[src/rtl/stage_stream.sv]
// Stage loader: streams ROM obstacle descriptors into a windowed circular buffer,
// retires scrolled-off blocks, registers per-pixel hit/hazard. Build macro: STAGE_LOOP_EN.
module stage_stream #(
  parameter int POS_W     = 16,
  parameter int BLK_BITS  = 4*POS_W,
  parameter int ADDRW     = 5,
  parameter int STG_DEPTH = 8,
  parameter int NBUF      = 10,
  parameter int MAP_W     = 16,
  parameter int CORDW     = 16,
  parameter int H_RES     = 800,
  parameter int V_RES     = 600,
  parameter int STAGE_LEN = 4096
) (
  input  logic                    i_clk_pix,
  input  logic                    i_rst_n,
  input  logic                    i_start,
  input  logic [MAP_W-1:0]        i_map_x,
  input  logic signed [CORDW-1:0] i_sx,
  input  logic signed [CORDW-1:0] i_sy,
  input  logic [BLK_BITS-1:0]     i_data,
  output logic                    o_rd_en,
  output logic [ADDRW-1:0]        o_addr,
  output logic                    o_ready,
  output logic                    o_drawing,
  output logic                    o_hazard,
  output logic                    o_done,
  output logic                    o_overflow
);

  localparam int PXW = MAP_W + 1;
  localparam int MW1 = (PXW > POS_W) ? PXW : POS_W;
  localparam int MW2 = (MW1 > CORDW) ? MW1 : CORDW;
  localparam int CW  = ((MW2 > 16) ? MW2 : 16) + 2;
  localparam int IW  = (NBUF > 1) ? $clog2(NBUF) : 1;
  localparam int NW  = $clog2(NBUF + 1);

  if (NBUF < 2 || STG_DEPTH < 1 || STG_DEPTH > (1 << ADDRW) ||
      BLK_BITS != 4*POS_W || STAGE_LEN < 0) begin : g_param_check
    $error("stage_stream: illegal parameter set");
  end

  typedef enum logic [1:0] {IDLE, PRIME, PLAY, DONE} state_t;
  state_t state;

  logic [POS_W-1:0] b_left   [NBUF];
  logic [POS_W-1:0] b_right  [NBUF];
  logic [POS_W-1:0] b_height [NBUF];
  logic [1:0]       b_stat   [NBUF];
  logic [NBUF-1:0]  b_vld;
  logic [IW-1:0]    head, tail;
  logic [NW-1:0]    count;

  logic             pend, stage_end, have_new;
  logic [POS_W-1:0] pend_off, loop_off, newest_left;

  // Bottom blocks taller than the screen clamp to a full column.
  function automatic logic [CW-1:0] bot_thresh(input logic [POS_W-1:0] h);
    if (CW'(h) >= CW'(V_RES)) return '0;
    return CW'(V_RES) - CW'(h);
  endfunction

  function automatic logic slot_hit(input logic [POS_W-1:0] l, r, h,
                                    input logic top, input logic [CW-1:0] px, sy);
    if (px < CW'(l) || px > CW'(r)) return 1'b0;
    if (top) return sy <= CW'(h);
    return sy >= bot_thresh(h);
  endfunction

  function automatic logic [IW-1:0] ptr_inc(input logic [IW-1:0] p);
    return (p == IW'(NBUF-1)) ? '0 : p + IW'(1);
  endfunction

  logic [CW-1:0]    map_c, edge_x;
  logic             past_edge, fetch_st, want, room, rt;
  logic [POS_W-1:0] d_left, d_right, d_height;
  logic [1:0]       d_stat;
  logic             stat_unused;

  assign map_c     = CW'(i_map_x);
  assign edge_x    = map_c + CW'(H_RES);
  assign past_edge = have_new && (CW'(newest_left) > edge_x);
  assign fetch_st  = (state == PRIME) || ((state == PLAY) && !past_edge);
  assign want      = fetch_st && !pend && !stage_end;
  assign room      = (count < NW'(NBUF));
  assign o_rd_en   = want && room;
  assign rt        = (state == PLAY) && b_vld[head] && (CW'(b_right[head]) < map_c);

  assign d_left      = i_data[4*POS_W-1 -: POS_W] + pend_off;
  assign d_right     = i_data[3*POS_W-1 -: POS_W] + pend_off;
  assign d_height    = i_data[2*POS_W-1 -: POS_W];
  assign d_stat      = i_data[1:0];
  assign stat_unused = ^i_data[POS_W-1:2];

  always_ff @(posedge i_clk_pix or negedge i_rst_n) begin
    if (!i_rst_n) begin
      state       <= IDLE;
      o_ready     <= 1'b0;
      o_done      <= 1'b0;
      o_overflow  <= 1'b0;
      o_addr      <= '0;
      pend        <= 1'b0;
      pend_off    <= '0;
      loop_off    <= '0;
      stage_end   <= 1'b0;
      have_new    <= 1'b0;
      newest_left <= '0;
      head        <= '0;
      tail        <= '0;
      count       <= '0;
      b_vld       <= '0;
      for (int i = 0; i < NBUF; i++) begin
        b_left[i]   <= '0;
        b_right[i]  <= '0;
        b_height[i] <= '0;
        b_stat[i]   <= '0;
      end
    end else begin
      pend <= o_rd_en;
      if (o_rd_en) begin
        pend_off <= loop_off;
        if (o_addr == ADDRW'(STG_DEPTH-1)) begin
`ifdef STAGE_LOOP_EN
          o_addr   <= '0;
          loop_off <= loop_off + POS_W'(STAGE_LEN);
`else
          o_addr    <= o_addr + ADDRW'(1);
          stage_end <= 1'b1;
`endif
        end else begin
          o_addr <= o_addr + ADDRW'(1);
        end
      end
      if (want && !room) o_overflow <= 1'b1;

      if (pend) begin
        b_left[tail]   <= d_left;
        b_right[tail]  <= d_right;
        b_height[tail] <= d_height;
        b_stat[tail]   <= d_stat;
        b_vld[tail]    <= 1'b1;
        tail           <= ptr_inc(tail);
        have_new       <= 1'b1;
        newest_left    <= d_left;
      end
      if (rt) begin
        b_vld[head] <= 1'b0;
        head        <= ptr_inc(head);
      end
      if (pend && !rt)      count <= count + NW'(1);
      else if (!pend && rt) count <= count - NW'(1);

      // Restart clears last so it overrides the datapath updates above.
      case (state)
        IDLE, DONE: if (i_start) begin
          state       <= PRIME;
          o_ready     <= 1'b0;
          o_done      <= 1'b0;
          o_overflow  <= 1'b0;
          o_addr      <= '0;
          loop_off    <= '0;
          stage_end   <= 1'b0;
          have_new    <= 1'b0;
          newest_left <= '0;
          head        <= '0;
          tail        <= '0;
          count       <= '0;
          b_vld       <= '0;
        end
        PRIME: if (past_edge || stage_end) begin
          state   <= PLAY;
          o_ready <= 1'b1;
        end
        PLAY: if (stage_end && !pend && count == '0) begin
          state  <= DONE;
          o_done <= 1'b1;
        end
        default: state <= IDLE;
      endcase
    end
  end

  logic signed [PXW-1:0] px_p0;
  logic                  coord_ok_p0, show_p0, hit_p0, haz_p0;
  logic [CW-1:0]         pxc_p0, syc_p0;

  assign px_p0       = $signed({1'b0, i_map_x}) + $signed(PXW'(i_sx));
  assign coord_ok_p0 = !px_p0[PXW-1] && !i_sy[CORDW-1];
  assign pxc_p0      = CW'($unsigned(px_p0));
  assign syc_p0      = CW'($unsigned(i_sy));
  assign show_p0     = (state == PLAY) || (state == DONE);

  always_comb begin
    hit_p0 = 1'b0;
    haz_p0 = 1'b0;
    for (int i = 0; i < NBUF; i++) begin
      if (b_vld[i] && coord_ok_p0 &&
          slot_hit(b_left[i], b_right[i], b_height[i], b_stat[i][0], pxc_p0, syc_p0)) begin
        hit_p0 = 1'b1;
        if (b_stat[i][1]) haz_p0 = 1'b1;
      end
    end
  end

  // p0 -> p1: registered hit result, one pixel behind the coordinate inputs
  always_ff @(posedge i_clk_pix or negedge i_rst_n) begin
    if (!i_rst_n) begin
      o_drawing <= 1'b0;
      o_hazard  <= 1'b0;
    end else begin
      o_drawing <= show_p0 && hit_p0;
      o_hazard  <= show_p0 && haz_p0;
    end
  end

endmodule

[config.mk]
export PLATFORM = sky130hd
export DESIGN_NAME = stage_stream
export DESIGN_NICKNAME = d
export VERILOG_FILES = /design/src/rtl/stage_stream.sv
export SDC_FILE = /design/constraint.sdc
export NUM_CORES = 2
export LEC_CHECK = 0
export BUFFER_PORTS_ARGS = -buffer_cell sky130_fd_sc_hd__buf_2
export CAP_MARGIN = 20
export CORE_UTILIZATION = 40
export CTS_CLUSTER_SIZE = 30
export DETAILED_ROUTE_END_ITERATION = 16
export PLACE_DENSITY = 0.53
export SLEW_MARGIN = 20
export SYNTH_ARGS = -nofsm -noshare
export SYNTH_HDL_FRONTEND = slang
export SYNTH_SLANG_ARGS = --single-unit
[constraint.sdc]
create_clock -name i_clk_pix -period 4.51 [get_ports i_clk_pix]
set_input_delay 0.2255 -clock i_clk_pix [delete_from_list [all_inputs] [get_ports i_clk_pix]]
set_output_delay 0.2255 -clock i_clk_pix [all_outputs]
set_load 0.01 [all_outputs]
Yosys cells after proc, flatten, opt, wreduce, memory -nomap -nowiden
Cells that the tools add are included.
{ "op_classes": {"reduce_logical": 66, "n_bitwise": 5, "n_lt_le_gt_ge": 60, "eq_ne": 9, "add_sub_neg": 17, "mux": 228} }
{ "op_table": {"columns": ["op", "count"], "rows": [
  ["2-to-1 mux 19 bit", 40],
  ["bitwise mux 160 bit", 3],
  ["greater-or-equal comparator 16 x 19 -> 1 bit", 10],
  ["greater-than comparator 17 x 16 -> 1 bit", 10],
  ["< comparator 17 x 16 -> 1 bit", 10],
  ["subtractor 10 x 16 -> 17 bit (first input constant)", 10],
  ["greater-or-equal comparator 16 x 10 -> 1 bit (second input constant)", 10],
  ["less-or-equal comparator 16 bit", 10],
  ["2-to-1 mux 1 bit", 146],
  ["2-to-1 mux 16 bit", 6],
  ["binary-select mux 16 bit (select 4 bit)", 1],
  ["demux 16 bit (select 4 bit)", 1],
  ["2-to-1 mux 4 bit", 12],
  ["2-to-1 mux 10 bit", 4],
  ["logical AND 1 bit", 38],
  ["bitwise mux 20 bit", 1],
  ["adder 16 x 10 -> 17 bit (second input constant)", 1],
  ["adder 17 x 16 -> 17 bit", 1],
  ["greater-than comparator 16 x 17 -> 1 bit", 1],
  ["< comparator 16 bit", 1],
  ["2-to-1 mux 5 bit", 3],
  ["logical OR 1 bit", 13],
  ["adder 4 x 1 -> 4 bit (second input constant)", 3],
  ["AND 10 bit", 1],
  ["other kinds (28)", 49]
]} }
{ "word_totals": {"regBits": 553} }

Depth between registers and ports, before layout
{ "depth": {"word_depth": 34, "mapped_depth": 21} }

Worst setup path before layout
No wires, ideal clock.
{ "synth_timing": {"path_type": "input-to-reg", "startpoint": "input i_map_x[0]", "endpoint": "register o_hazard", "t_required_ps": 4428, "slack_ps": -4, "arrival_time_ps": 4432, "setup_time_ps": 82, "path_stages": 19, "cell_sequence": "ha_1 > inv_1 > fa_1 > nor2b_4 > o31a_1 > o31ai_4 > a21oi_1 > a21o_1 > a21oi_1 > xnor2_1 > ha_1 > a211o_1 > a2111oi_0 > nand3_1 > a311oi_1 > o21ai_0 > o22ai_1 > o41ai_1 > a31oi_1"} }
{ "synth_via": {"elab_chain_cells": 26, "word_cells_on_any_way": 93, "classes_between": "add/sub (1); order compare (20); mux (39); reduce/logical (33)"} }
{ "synth_rtl": {"columns": ["item", "line_no", "text"], "rows": [
  ["start: declaration", "18", "input logic [MAP_W-1:0] i_map_x,"],
  ["adder 17 x 16 -> 17 bit (*)", "187", "assign px_p0 = $signed({1'b0, i_map_x}) + $signed(PXW'(i_sx));"],
  ["< comparator 17 x 16 -> 1 bit or greater-than comparator 17 x 16 -> 1 bit (tied branches)", "65", "if (px < CW'(l) || px > CW'(r)) return 1'b0;"],
  ["logical OR 1 bit", "65", null],
  ["2-to-1 mux 1 bit", "65", null],
  ["2-to-1 mux 1 bit", "66", "if (top) return sy <= CW'(h);"],
  ["logical AND 1 bit", "197", "if (b_vld[i] && coord_ok_p0 &&"],
  ["2-to-1 mux 1 bit", "197", null],
  ["2-to-1 mux 1 bit", "200", "if (b_stat[i][1]) haz_p0 = 1'b1;"],
  ["(+10 left out)", null, null],
  ["2-to-1 mux 1 bit", "197", null],
  ["2-to-1 mux 1 bit", "200", null],
  ["2-to-1 mux 1 bit", "197", null],
  ["2-to-1 mux 1 bit", "200", null],
  ["2-to-1 mux 1 bit", "197", null],
  ["2-to-1 mux 1 bit", "200", null],
  ["2-to-1 mux 1 bit (*)", "197", null],
  ["logical AND 1 bit (*)", "212", "o_hazard <= show_p0 && haz_p0;"],
  ["end signal: assignment", "212", null],
  ["end: declaration", "26", "output logic o_hazard,"]
]} }
Every way passes the cells marked *; elsewhere a longest branch is shown, timed or not.
A chain may end at the register's enable or synchronous reset.

Worst setup path after layout
{ "layout_timing": {"startpoint": "register b_height[34] in the netlist's numbering", "endpoint": "register o_hazard"} }
{ "layout_via": {"elab_chain_cells": 17, "word_cells_on_any_way": 20, "classes_between": "add/sub (1); order compare (3); mux (14); reduce/logical (2)"} }
{ "layout_rtl": {"columns": ["item", "line_no", "text"], "rows": [
  ["start: declaration", "48", "logic [POS_W-1:0] b_height [NBUF];"],
  ["start signal: indexed assignment", "139", "b_height[tail] <= d_height;"],
  ["greater-or-equal comparator 16 x 10 -> 1 bit", "59", "if (CW'(h) >= CW'(V_RES)) return '0;"],
  ["2-to-1 mux 1 bit", "59", null],
  ["2-to-1 mux 1 bit", "67", "return sy >= bot_thresh(h);"],
  ["2-to-1 mux 1 bit", "66", null],
  ["2-to-1 mux 19 bit", "60", "return CW'(V_RES) - CW'(h);"],
  ["2-to-1 mux 19 bit", "67", null],
  ["2-to-1 mux 19 bit", "66", null],
  ["greater-or-equal comparator 16 x 19 -> 1 bit", "67", null],
  ["2-to-1 mux 1 bit (*)", "67", null],
  ["2-to-1 mux 1 bit (*)", "66", null],
  ["logical AND 1 bit (*)", "197", null],
  ["2-to-1 mux 1 bit (*)", "197", null],
  ["2-to-1 mux 1 bit", "200", null],
  ["2-to-1 mux 1 bit (*)", "197", null],
  ["2-to-1 mux 1 bit", "200", null],
  ["2-to-1 mux 1 bit (*)", "197", null],
  ["logical AND 1 bit (*)", "212", null]
]} }
Every way passes the cells marked *; elsewhere a longest branch is shown, timed or not. The select of a mux whose other input is x is not followed.

==> summary.txt <==
Run status
  – Outcome: completed

STA
  – Slew Limit Fails: 0
  – Final Skew: 20.0 ps
  – Setup_tns: 0 ps
  – Endpoints failing hold: 0
  – Hold Worst Slack: between 50 and 60 ps
  – RSZ-0062 raised after global routing: no
  – Tmin final: 4150 ps
  – Fmax: 0.241 GHz
  – Tcrit/Tclk final: 0.921
  – Worst rel slew slack: 0.301
  – # setup viols final: 0
  – Worst slew pin tran: between 1000 and 1500 ps

Power and ir drop
  – Leak Pwr: 22.6 nW
  – Maximum vdd drop: around 0.34 mV
  – Pint: ~16 mW
  – Seq pwr share: 0.316
  – Clk pwr share: 0.217
  – Pwr dens: roughly 600 nW/µm²
  – P_sw: about 12 mW
  – Power share of the combinational group: 0.467
  – Switching portion of total power: 0.412

Synth
  – Post-synth top area share: 0.335
  – Most used DFF post-synth: dfrtp_1
  – Gate count of the mapped netlist: 4431
  – Post-synthesis sequential area ratio: 0.335
  – Post-Syn Area: roughly 41000 µm²
  – Top cells by count, synth: ha_1, dfrtp_1, inv_1, nand2_1, o21ai_0
  – Distinct cells, synth: slightly above 100
  – Synth async-reset ratio: 1.00
  – Number of synthesized flops with an enable pin: 0
  – Synthesized area per cell: 9.33 µm²
  – Area contributors post-synth: dfrtp_1, ha_1, mux2_2, o21ai_0, inv_1
  – Top-count cell post-synth: ha_1
  – Largest area contributor in the netlist: dfrtp_1
  – Seq cells post-synth: approximately 550
  – YS warnings: 0

Placement
  – Placed Cells: approximately 6000
  – Buffers on Ports: 111
  – Placed Instance Area: ~44000 µm²
  – Post-detail-place hpwl: a little under 100000 µm
  – Gp weighted congestion: between 0.9 and 1

Detailed routing
  – Post-Route WL: 135000 µm
  – DRC violations left: 0
  – Via/cell ratio: around 5.6
  – Post-DR wirelength/cell: around 22 µm
  – Iteration-0 DRC Markers: between 2000 and 2500
  – First-pass iteration count of the detailed router: 5
  – Detail Route Antenna Nets: 0
  – Vias: between 30000 and 40000

Global route
  – Met1 usage: 0.369
  – Met2 usage: 0.417
  – First-pass GRT wire length: 206000 µm
  – GRT Util Overall: 0.262
  – Largest net degree at the start of global routing: 109
  – Met3 GRT Util: 0.0304
  – Overflow after GRT: 0
  – Global route hottest layer: met2
  – Vias in the first global route: around 33000
  – Initial antenna violation count: 5

Finish
  – Finished layout cell area: between 40000 and 50000 µm²
  – Final Util: 0.463
  – Final Instance Count excl. Fillers: about 6000
  – Ratio of cells with drive above 1 in the final layout: 0.155
  – NumNets Final: approximately 5500
  – Area grow syn2layout: 14.3%

Die
  – Die width: 323 µm
  – Initial Util: 0.405
  – Die Area: 105000 µm²
  – I/O pin cnt: 126
  – Core area: 102000 µm²
  – Chip Height: 323 µm
  – Rows: between 100 and 150

Worst hold path
  – Hold Path Class: in -> reg

CTS
  – Clk root buf: clkbuf_16
  – Clk_lat worst skew: about 640 ps
  – H-tree levels: 3
  – Clock transition at path regs: 60 ps
  – CTS tree: built
  – Maximum root-to-sink buffer count: 3
  – TritonCTS buffer count: 70
  – CTS sink cnt: roughly 550

Worst setup path
  – Critical Path RT: about 5000 ps
  – Crit start category: flip-flop
  – Arrival time at the worst endpoint: 4640 ps
  – Top fanout value on the critical path: 11
  – Crit path kind: reg -> reg
  – Critical Path End Type: flip-flop

Run
  – Maximum Capacitance Violations: 0
[power by group through the flow]
stage	clock (mW)	sequential, mW	combinational (mW)
2_1_floorplan	0	8.19	9.14
3_3_place_gp	0	8.88	12.8
3_5_place_dp	0	8.92	12.9
4_1_cts	6.21	8.85	13.1
5_1_grt	6.39	9.17	14.8
6_report	6.08	8.87	13.1
[metrics by stage]
step           setup WS, ps  power, mW
3_5_place_dp           -223       21.8
3_3_place_gp          -99.4       21.6
2_1_floorplan          74.5       17.3
4_1_cts                 403       28.1
6_report                358       28.0
5_1_grt                2.79       30.4
[flip-flops by register name (all words and copies together), names as in the netlist, 2 cells and up]
name	count
newest_left	16
b_left	160
count	4
b_stat	20
o_addr	5
state	2
b_right	160
tail	4
b_height	160
head	4
b_vld	10
[worst max-delay path, cell delays in order, from the launching register on]
cell and delay [ps]:
dfrtp_1 440, o311ai_1 520, a21o_1 260, a31o_1 170, and2_1 360, nand3_1 140
ha_1 310, a21oi_1 150, o21ai_0 110, a21oi_1 170, o21ai_0 120, a221o_1 340
a31oi_1 320, nor4b_1 110, o41ai_1 330, a31oi_1 150
[cell families (layout without fill, tap and decap cells)]
family / after synthesis / after routing / share of synthesized area
xor gates and xnor gates: 67 / 67 / 0.0142
other: 1 / 31 / 0.0000907
adders and majority gates: 698 / 698 / 0.212
and+or+nand+nor: 1033 / 1033 / 0.119
DFF: 553 / 553 / 0.335
AOI/OAI and AO/OA: 1042 / 1042 / 0.156
muxes: 336 / 336 / 0.0997
buffers and inverters: 701 / 940 / 0.0644
[layout by cell type (no fill, tap or decap), types with 92 or more instances in the layout]
cell type  instances
ha_1             697
mux2_2           265
o21ai_0          422
inv_1            535
a21oi_1          218
buf_4            119
nand2_1          429
nor2_1           156
a21o_1            92
dfrtp_1          550
nand3_1           96
buf_2            110
[final timing paths]
path,start,to,slack (ps),cells past startpoint
worst max-delay path,b_height[34],o_hazard,360,15
worst min-delay path,i_data[58],b_left[122],50,3
worst max register to register,b_height[34],o_hazard,360,15
worst min register to register,b_left[80],b_left[80],500,1
max in group asynchronous,i_rst_n,b_right[133],3100,3
min in group asynchronous,i_rst_n,b_height[64],190,2
[layer usage]
layer	vias to the layer above	routed length [µm]	share of wire
li1	16200	-	-
met1	16500	63700	0.47
met2	817	59900	0.44
met3	213	6200	0.046
met4	4	4760	0.035
met5	-	27	0.00020
[cell type report]
| class | instances | area, µm² |
|---|---|---|
| Sequential cell | 553 | 13800 |
| Multi-Input combinational cell | 3206 | 25100 |
| Fill cell | 9908 | 54800 |
| Clock buffer | 100 | 2050 |
| Tap cell | 1368 | 1710 |
| Inverter | 535 | 2010 |
| Antenna cell | 1 | 2.50 |
| Clock inverter | 27 | 404 |
| Timing Repair Buffer | 278 | 2110 |
[timing repair]
item                                    in CTS  in global routing
buffers inserted                             0                  0
hold buffers                                31                  0
gates resized for setup                      0                  1
endpoints found under the hold margin      245                  0
endpoints found under the setup margin       0                  2
No activity file was read; power rests on OpenSTA's default activity.
